<file path="src/rtl/regfile_pkg.sv">
// Shared register-file constants and the protected-destination filter used by
// both the writeback buffer and the register file write port.
package regfile_pkg;

    localparam int unsigned REG_ZERO = 0;
    localparam int unsigned REG_K0   = 26;
    localparam int unsigned REG_K1   = 27;
    localparam int unsigned REG_SP   = 29;

    // Destinations that never accept a writeback ($zero and the kernel temps).
    function automatic logic is_protected(input int unsigned addr);
        return (addr == REG_ZERO) || (addr == REG_K0) || (addr == REG_K1);
    endfunction

endpackage

</file>
<file path="src/rtl/wb_entry_search.sv">
// Newest-first forwarding search across the pending queue entries, falling back
// to the registered output stage when no queued entry matches.
module wb_entry_search
    import regfile_pkg::*;
#(
    parameter int unsigned DEPTH  = 4,
    parameter int unsigned DATA_W = 32,
    parameter int unsigned ADDR_W = 5
) (
    input  logic [ADDR_W-1:0]          lookup_reg_i,
    input  logic [ADDR_W-1:0]          entry_addr_i [DEPTH],
    input  logic [DATA_W-1:0]          entry_data_i [DEPTH],
    input  logic [$clog2(DEPTH)-1:0]   head_i,
    input  logic [$clog2(DEPTH+1)-1:0] count_i,
    input  logic                       out_we_i,
    input  logic [ADDR_W-1:0]          out_addr_i,
    input  logic [DATA_W-1:0]          out_data_i,
    output logic                       hit_o,
    output logic [DATA_W-1:0]          data_o
);

    localparam int unsigned PTR_W = $clog2(DEPTH);

    logic [PTR_W-1:0] idx;

    // Walk oldest to newest so a later (newer) match overrides earlier ones;
    // the output stage is written first and thus has the lowest priority.
    always_comb begin
        hit_o  = 1'b0;
        data_o = '0;
        idx    = '0;
        if (lookup_reg_i != ADDR_W'(REG_ZERO)) begin
            if (out_we_i && (out_addr_i == lookup_reg_i)) begin
                hit_o  = 1'b1;
                data_o = out_data_i;
            end
            for (int unsigned i = 0; i < DEPTH; i++) begin
                idx = head_i + PTR_W'(i);
                if ((i < 32'(count_i)) && (entry_addr_i[idx] == lookup_reg_i)) begin
                    hit_o  = 1'b1;
                    data_o = entry_data_i[idx];
                end
            end
        end
    end

endmodule

</file>
<file path="src/rtl/writeback_buffer.sv">
// In-order writeback queue merging the load and ALU result paths onto a single
// registered register-file write port, with forwarding of pending values.
module writeback_buffer
    import regfile_pkg::*;
#(
    parameter int unsigned DEPTH  = 4,
    parameter int unsigned DATA_W = 32,
    parameter int unsigned ADDR_W = 5
) (
    input  logic                       Clk,
    input  logic                       Rst,
    input  logic                       MemValid,
    input  logic [ADDR_W-1:0]          MemAddr,
    input  logic [DATA_W-1:0]          MemData,
    output logic                       MemReady,
    input  logic                       AluValid,
    input  logic [ADDR_W-1:0]          AluAddr,
    input  logic [DATA_W-1:0]          AluData,
    output logic                       AluReady,
    output logic                       RegWrite,
    output logic [ADDR_W-1:0]          WAddr,
    output logic [DATA_W-1:0]          WData,
    input  logic [ADDR_W-1:0]          LookupReg,
    output logic                       LookupHit,
    output logic [DATA_W-1:0]          LookupData,
    output logic [$clog2(DEPTH+1)-1:0] Count,
    output logic                       Full,
    output logic                       Empty
);

    localparam int unsigned PTR_W = $clog2(DEPTH);
    localparam int unsigned CNT_W = $clog2(DEPTH+1);

    logic [ADDR_W-1:0] addr_q [DEPTH];
    logic [DATA_W-1:0] data_q [DEPTH];

    logic [PTR_W-1:0]  head_q,  head_d;
    logic [PTR_W-1:0]  tail_q,  tail_d;
    logic [CNT_W-1:0]  count_q, count_d;
    logic              we_q,    we_d;
    logic [ADDR_W-1:0] waddr_q, waddr_d;
    logic [DATA_W-1:0] wdata_q, wdata_d;

    logic [CNT_W-1:0]  free;
    logic              mem_keep, alu_keep, pop;
    logic [PTR_W-1:0]  alu_slot;

    // Acceptance is based on occupancy at cycle start only; a dropped
    // (protected) load does not shift the ALU entry's slot.
    always_comb begin
        free     = CNT_W'(DEPTH) - count_q;
        MemReady = (free != '0);
        AluReady = MemValid ? (free >= CNT_W'(2)) : (free != '0);
        mem_keep = MemValid && MemReady && !is_protected(32'(MemAddr));
        alu_keep = AluValid && AluReady && !is_protected(32'(AluAddr));
        pop      = (count_q != '0);
        alu_slot = tail_q + PTR_W'(mem_keep);
        head_d   = head_q + PTR_W'(pop);
        tail_d   = tail_q + PTR_W'(mem_keep) + PTR_W'(alu_keep);
        count_d  = count_q + CNT_W'(mem_keep) + CNT_W'(alu_keep) - CNT_W'(pop);
    end

    // Output stage: present the popped head, otherwise drop the enable and hold.
    always_comb begin
        we_d    = 1'b0;
        waddr_d = waddr_q;
        wdata_d = wdata_q;
        if (pop) begin
            we_d    = 1'b1;
            waddr_d = addr_q[head_q];
            wdata_d = data_q[head_q];
        end
    end

    // Control state and output stage; reset discards every pending entry.
    always_ff @(posedge Clk or posedge Rst) begin
        if (Rst) begin
            head_q  <= '0;
            tail_q  <= '0;
            count_q <= '0;
            we_q    <= 1'b0;
            waddr_q <= '0;
            wdata_q <= '0;
        end else begin
            head_q  <= head_d;
            tail_q  <= tail_d;
            count_q <= count_d;
            we_q    <= we_d;
            waddr_q <= waddr_d;
            wdata_q <= wdata_d;
        end
    end

    // Entry storage; contents beyond Count are never observed, so no reset.
    always_ff @(posedge Clk) begin
        if (mem_keep) begin
            addr_q[tail_q] <= MemAddr;
            data_q[tail_q] <= MemData;
        end
        if (alu_keep) begin
            addr_q[alu_slot] <= AluAddr;
            data_q[alu_slot] <= AluData;
        end
    end

    wb_entry_search #(
        .DEPTH  (DEPTH),
        .DATA_W (DATA_W),
        .ADDR_W (ADDR_W)
    ) u_search (
        .lookup_reg_i (LookupReg),
        .entry_addr_i (addr_q),
        .entry_data_i (data_q),
        .head_i       (head_q),
        .count_i      (count_q),
        .out_we_i     (we_q),
        .out_addr_i   (waddr_q),
        .out_data_i   (wdata_q),
        .hit_o        (LookupHit),
        .data_o       (LookupData)
    );

    assign RegWrite = we_q;
    assign WAddr    = waddr_q;
    assign WData    = wdata_q;
    assign Count    = count_q;
    assign Full     = (count_q == CNT_W'(DEPTH));
    assign Empty    = (count_q == '0);

    a_count_bound: assert property (@(posedge Clk) disable iff (Rst) count_q <= CNT_W'(DEPTH));

endmodule
</file>
<file path="config.mk">
export PLATFORM = sky130hd
export DESIGN_NAME = writeback_buffer
export DESIGN_NICKNAME = d
export VERILOG_FILES = /design/src/rtl/regfile_pkg.sv /design/src/rtl/wb_entry_search.sv /design/src/rtl/writeback_buffer.sv
export SDC_FILE = /design/constraint.sdc
export NUM_CORES = 1
export LEC_CHECK = 0
export CORE_AREA = 3 3 154 156
export DETAILED_ROUTE_END_ITERATION = 6
export DIE_AREA = 0 0 157 159
export MAX_ROUTING_LAYER = met4
export PLACE_DENSITY = 0.78
export SKIP_CTS_REPAIR_TIMING = 1
export SYNTH_ARGS = -nofsm -noshare
export SYNTH_HDL_FRONTEND = slang
export SYNTH_SLANG_ARGS = --single-unit
</file>
<file path="constraint.sdc">
create_clock -name Clk -period 7.3 [get_ports Clk]
set_input_delay 1.095 -clock Clk [delete_from_list [all_inputs] [get_ports Clk]]
set_output_delay 1.095 -clock Clk [all_outputs]
set_load 0.01 [all_outputs]
</file>
## After elaboration in Yosys (flattened, before gate mapping)

Cells that the tools add are included.

- Register bits: 193
- Bits of input ports: 83
- Output and inout port bits: 78

- Add/subtract/negate cells: 10
- Magnitude comparators: 13
- Equality and inequality tests: 10
- Muxes and demuxes: 54
- Bitwise operators: 6
- Reductions and logical operators: 23

Operators with widths:

| cell | count |
|---|---|
| $mux W32 | 16 |
| $bmux W32 S2 | 4 |
| $bwmux W128 | 2 |
| $mux W128 | 2 |
| $demux W32 S2 | 2 |
| $mux W5 | 10 |
| $bmux W5 S2 | 4 |
| $bwmux W20 | 2 |
| $mux W20 | 2 |
| $eq A5 B5 Y1 | 5 |
| $demux W5 S2 | 2 |
| $eq A5 B5 Y1 const B | 4 |
| $ge A3 B3 Y1 const B | 6 |
| $not A2 Y3 | 6 |
| $logic_and A1 B1 Y1 | 11 |
| $logic_not A5 Y1 | 2 |
| $mux W1 | 8 |
| $add A2 B1 Y2 | 3 |
| $add A3 B1 Y3 | 2 |
| $lt A1 B3 Y1 const A | 2 |
| $lt A2 B3 Y1 const A | 2 |
| $lt A3 B1 Y1 const B | 2 |
| $reduce_bool A3 Y1 | 2 |
| $reduce_bool A5 Y1 | 1 |
| 9 further kinds | 14 |

## Longest topological paths before layout

- Depth after elaboration: 13
- Depth in mapped cells: 13
- Depth with buffers taken out: 11

## By module

A second synthesis with hierarchy kept.

- Cell total of the unflattened synthesis: 1,385
- Area, all modules: 14,365.0 µm²

By module, submodules not included:

| module | times used | cells each | area each (µm²) | sequential area each (µm²) |
|---|---|---|---|---|
| writeback_buffer | 1 | 739 | 9,465.3 | 4,088.9 |
| wb_entry_search | 1 | 646 | 4,899.7 | 0.0 |

## Least setup slack after synthesis

OpenSTA, ideal clock, no wires.

- Kind: input to output
- Start: input LookupReg[0]
- End: output LookupData[10]
- Arrival time: 3.015 ns
- Required time: 6.205 ns
- Path slack: 3.190 ns
- Stages on the path: 8
- Path through: buf_1 xnor2_1 nand4_1 a211oi_2 buf_4 mux2i_1 nand2_1 a311oi_1

- Cells in the longest elaborated chain, start to end: 8

RTL lines:

| element | RTL line | RTL |
|---|---|---|
| from (decl) | writeback_buffer.sv:23 | `input logic [ADDR_W-1:0] LookupReg,` |
| $eq A5 B5 Y1 | wb_entry_search.sv:33 | `if (out_we_i && (out_addr_i == lookup_reg_i)) begin` |
| $logic_and A1 B1 Y1 | wb_entry_search.sv:33 |  |
| $mux W32 | wb_entry_search.sv:33 |  |
| $mux W32 (4 in series) | wb_entry_search.sv:39 | `if ((i < 32'(count_i)) && (entry_addr_i[idx] == lookup_reg_i)) begin` |
| $mux W32 * | wb_entry_search.sv:32 | `if (lookup_reg_i != ADDR_W'(REG_ZERO)) begin` |
| to (decl) | writeback_buffer.sv:25 | `output logic [DATA_W-1:0] LookupData,` |

Mark *: on every way between the ends. The rest lies on a longest branch, timed or not.

## Worst setup path in the final report

- Start: register head_q[1]
- End: output LookupData[27]

- Cells in the longest elaborated chain, start to end: 11

RTL lines:

| element | RTL line | RTL |
|---|---|---|
| from (decl) | writeback_buffer.sv:37 | `logic [PTR_W-1:0] head_q, head_d;` |
| from (signal assigned) | writeback_buffer.sv:78 | `head_q <= '0;` |
| from (signal assigned) | writeback_buffer.sv:85 | `head_q <= head_d;` |
| $add A2 B1 Y2 or $not A2 Y3 (tied branches) | wb_entry_search.sv:38, wb_entry_search.sv:39, wb_entry_search.sv:41 |  |
| $not A2 Y3 (implied by the code) or $bmux W5 S2 (tied branches) | wb_entry_search.sv:39, wb_entry_search.sv:41 |  |
| $bmux W5 S2 or $mux W5 (tied branches) | wb_entry_search.sv:39 |  |
| $mux W5 (implied by the code) | wb_entry_search.sv:39 |  |
| $mux W5 (implied by the code) or $eq A5 B5 Y1 (tied branches) | wb_entry_search.sv:39 |  |
| $eq A5 B5 Y1 or $logic_and A1 B1 Y1 (tied branches) | wb_entry_search.sv:39 |  |
| $logic_and A1 B1 Y1 or $mux W32 (tied branches) | wb_entry_search.sv:39 |  |
| $mux W32 (2 in series) | wb_entry_search.sv:39 |  |
| $mux W32 * | wb_entry_search.sv:39 |  |
| $mux W32 * | wb_entry_search.sv:32 |  |

Mark *: on every way between the ends. The rest lies on a longest branch, timed or not. The select of a mux whose other input is x is not followed.

==> results.py <==
metrics = {
    "status": {
        "outcome": "complete, no violations",
    },
    "logic_synthesis": {
        "syn-num-nets": 1666,
        "synth_top_family_by_area": "multiplexers",
        "synth_sequential_area_ratio": 0.317,
        "netlist_instances": 1570,
        "synth-edff-count": 0,
        "yosys_register_bits": 193,
        "synth-xor-area-share": 0.0245,
        "synth.distinct_cells": 48,
        "synth_simple_gate_area_frac": 0.178,
        "netlist_area_um2": 12900,
        "yosys-mux-area-fraction": 0.269,
        "post_synth_fa_ha_maj_area_fraction": 0.0132,
        "yosysWarnings": 0,
        "synth_area_per_cell_um2": 8.21,
        "synth_compound_area_frac": 0.146,
        "synthFlopType": "dfxtp_1",
        "async_flop_share": 0.233,
    },
    "global_route": {
        "antenna_found_initial": 1,
        "track_usage": 0.323,
        "grt_pass1_wl_um": 63400,
        "grt_max_degree": 91,
        "overflow": 0,
        "grt_pass1_vias": 11814,
    },
    "critical_path": {
        "timing.setup.critical_path_class": "flip-flop to output port",
        "crit_required_ps": 6200,
        "critical-path-top-cell-by-count": "buf_4",
        "timing.critical_path.slowest_stage_cell": "dfrtp_4",
        "worst_path_dominant_cell_family": "buffers and inverters",
        "cp-startpoint": "head_q[1]",
        "critical_path_buf_inv_count": 3,
        "path_cells": "buf_4, mux2i_1, xor2_1, and4_1, nand3_2, and3b_1, buf_4, a311oi_1, clkdlybuf4s50_1",
        "arrival_time_at_the_worst_endpoint_ps": 5080,
        "crit_path_end_kind": "output port",
        "r2r-start": "Count[0]",
        "timing.critical_path.slowest_cell_delay_ps": 750,
        "crit_path_start_kind": "flip-flop",
        "crit_path_max_fanout": 30,
    },
    "floorplan": {
        "core.rowCount": 55,
        "floorplan.die.height_um": 159,
        "die_width_um": 157,
        "num_io_pins": 161,
        "floorplan.core_area_um2": 22500,
        "initial_utilization": 0.573,
        "die-area_um2": 25000,
    },
    "cts": {
        "cts-htree-levels": 4,
        "clock_tree.root_cell": "clkbuf_16",
        "cts-buffers-inserted": 17,
        "tritoncts": "yes",
        "insertion_delay_ps": 440,
        "cts_clk_pin_slew_worst_paths_ps": 80,
        "cts_max_path_buffers": 2,
        "clock-sinks": 193,
    },
    "sta": {
        "timing.clock.skew_ps": 11.7,
        "fin_crit_sh": 0.846,
        "fin_crit_ps": 6170,
        "max_freq_mhz": 162,
        "setup_tns_ps": 0,
        "final_count_of_negative_setup_slack_endpoints": 0,
        "grt_setup_unrepaired": "no",
        "slew_violations": 0,
        "maxSlewHeadroom": 0.193,
        "finalHoldViolations": 0,
        "timing_worst_slew_pin_value_ps": 1200,
    },
    "hold_path": {
        "min_from": "WData[10]",
        "min-delay-path-class": "flip-flop to flip-flop",
    },
    "layout": {
        "layout-drive-gt1-share": 0.0876,
        "final_nets": 1727,
        "layoutNonFillerInstCount": 1930,
        "post-route-util": 0.673,
        "final_design_area_no_fill_um2": 15100,
        "flow.area_growth_from_synthesis_pct": 17.5,
    },
    "placed_design": {
        "rd_place_congestion": 0.911,
        "numPortBuffers": 160,
        "sum_of_net_half_perimeters_after_detailed_placement_um": 25000,
        "placed_instances": 1897,
        "postPlaceCellArea_um2": 14500,
    },
    "drt": {
        "drt-total-wl_um": 39900,
        "firstDrtPassIters": 7,
        "avgViaCountPerCell": 6.38,
        "remaining_drc_errors": 0,
        "route.detailed.wl_per_inst_um": 20.6,
        "vias": 12306,
        "drt_first_iter_violations": 1284,
        "ant_nets": 0,
    },
    "power": {
        "cellLeakagePower_nw": 5.66,
        "power.density_nw_per_um2": 494,
        "finalPower_mw": 7.48,
        "ir_worst_vdd_uv": 265,
    },
    "flow_run": {
        "max_cap_violations": 0,
    },
}
-- sequential cells by signal, indices dropped and copies added, names as in the netlist --
register / count
Count: 3
RegWrite: 1
WAddr: 5
WData: 32
addr_q: 20
data_q: 128
head_q: 2
tail_q: 2
-- layer usage --
metal,track usage,share of wire,routed length (µm)
met4,0.110,0.029,1160
met3,0.0625,0.094,3750
met5,-,0,0
met1,0.425,0.42,16600
met2,0.499,0.46,18300
-- where the power goes --
| group | internal, mW | switching (mW) | total (mW) |
|---|---|---|---|
| Combinational | 1.89 | 2.37 | 4.25 |
| Sequential | 1.66 | 0.563 | 2.22 |
| Clock | 0.551 | 0.454 | 1.01 |
| Total | 4.09 | 3.39 | 7.48 |
-- cell usage after synthesis, drive strengths merged, types with 31 or more instances --
cell | n | area, µm²
dfxtp | 148 | 2960
nand2 | 357 | 1340
mux2i | 293 | 2930
dfrtp | 45 | 1130
a32oi | 31 | 272
mux2 | 37 | 417
a21oi | 35 | 186
buf | 65 | 335
a311oi | 31 | 272
o21ai | 214 | 1070
nand4 | 65 | 407
nand3 | 37 | 190
clkbuf | 82 | 308
-- path summary, 6_finish.rpt --
check | end | slack (ps) | cells after the start
max in group asynchronous | head_q[1] | 5590 | 3
min in group asynchronous | Count[0] | 1160 | 3
worst min register to register | WData[10] | 510 | 2
worst max-delay path | LookupData[27] | 1130 | 9
worst max register to register | data_q[112] | 3440 | 10
worst min-delay path | WData[10] | 510 | 2
-- tightest hold or removal path: cells and delay by family, from the launching register on --
family | cells | cell delay (ps)
flops | 1 | 370
simple gates | 1 | 50
compound gates | 1 | 50
-- per-stage QoR --
stage | hold slack (ps) | setup WS (ps)
after floorplan | 461 | 3190
after global placement | 487 | 1430
after detailed placement | 499 | 1320
after CTS | 516 | 1200
after global routing | 533 | 992
final | 506 | 1130
-- cell type report --
type / count / area, µm²
sequential: 193 / 4100
clock buffer: 17 / 425
timing repair buffer: 189 / 1830
fill: 1848 / 7360
inverter: 10 / 37.5
tap: 285 / 357
multi-input combinational: 1220 / 8200
antenna: 1 / 2.50
clock inverter: 15 / 198
-- placed cells by master (no fill, tap or decap), drive strengths merged, types with 3 or more instances in the layout --
cell type | Yosys | routed
buf | 65 | 29
bufinv | 0 | 3
nor4 | 4 | 4
or2 | 22 | 22
mux2i | 293 | 293
o21ai | 214 | 214
clkbuf | 82 | 17
nand2 | 357 | 357
clkdlybuf4s50 | 0 | 160
a21oi | 35 | 35
mux4 | 5 | 5
clkinv | 1 | 5
dfrtp | 45 | 45
nor2 | 3 | 3
dfxtp | 148 | 148
nand2b | 9 | 9
mux2 | 37 | 37
a32oi | 31 | 31
ha | 12 | 12
nand3 | 37 | 37
nand4 | 65 | 65
xnor2 | 15 | 15
nor3 | 6 | 6
inv | 9 | 15
a311oi | 31 | 31
xor2 | 21 | 21
-- kinds of logic after synthesis --
logic type | after synthesis
multiplexers | 335
AND/OR/NAND/NOR | 515
flip-flops | 193
adder cells (fa/ha/maj) | 13
XOR/XNOR | 36
buffers and inverters | 157
AO/OA/AOI/OAI | 321
Power figures use the tool's default switching activity.
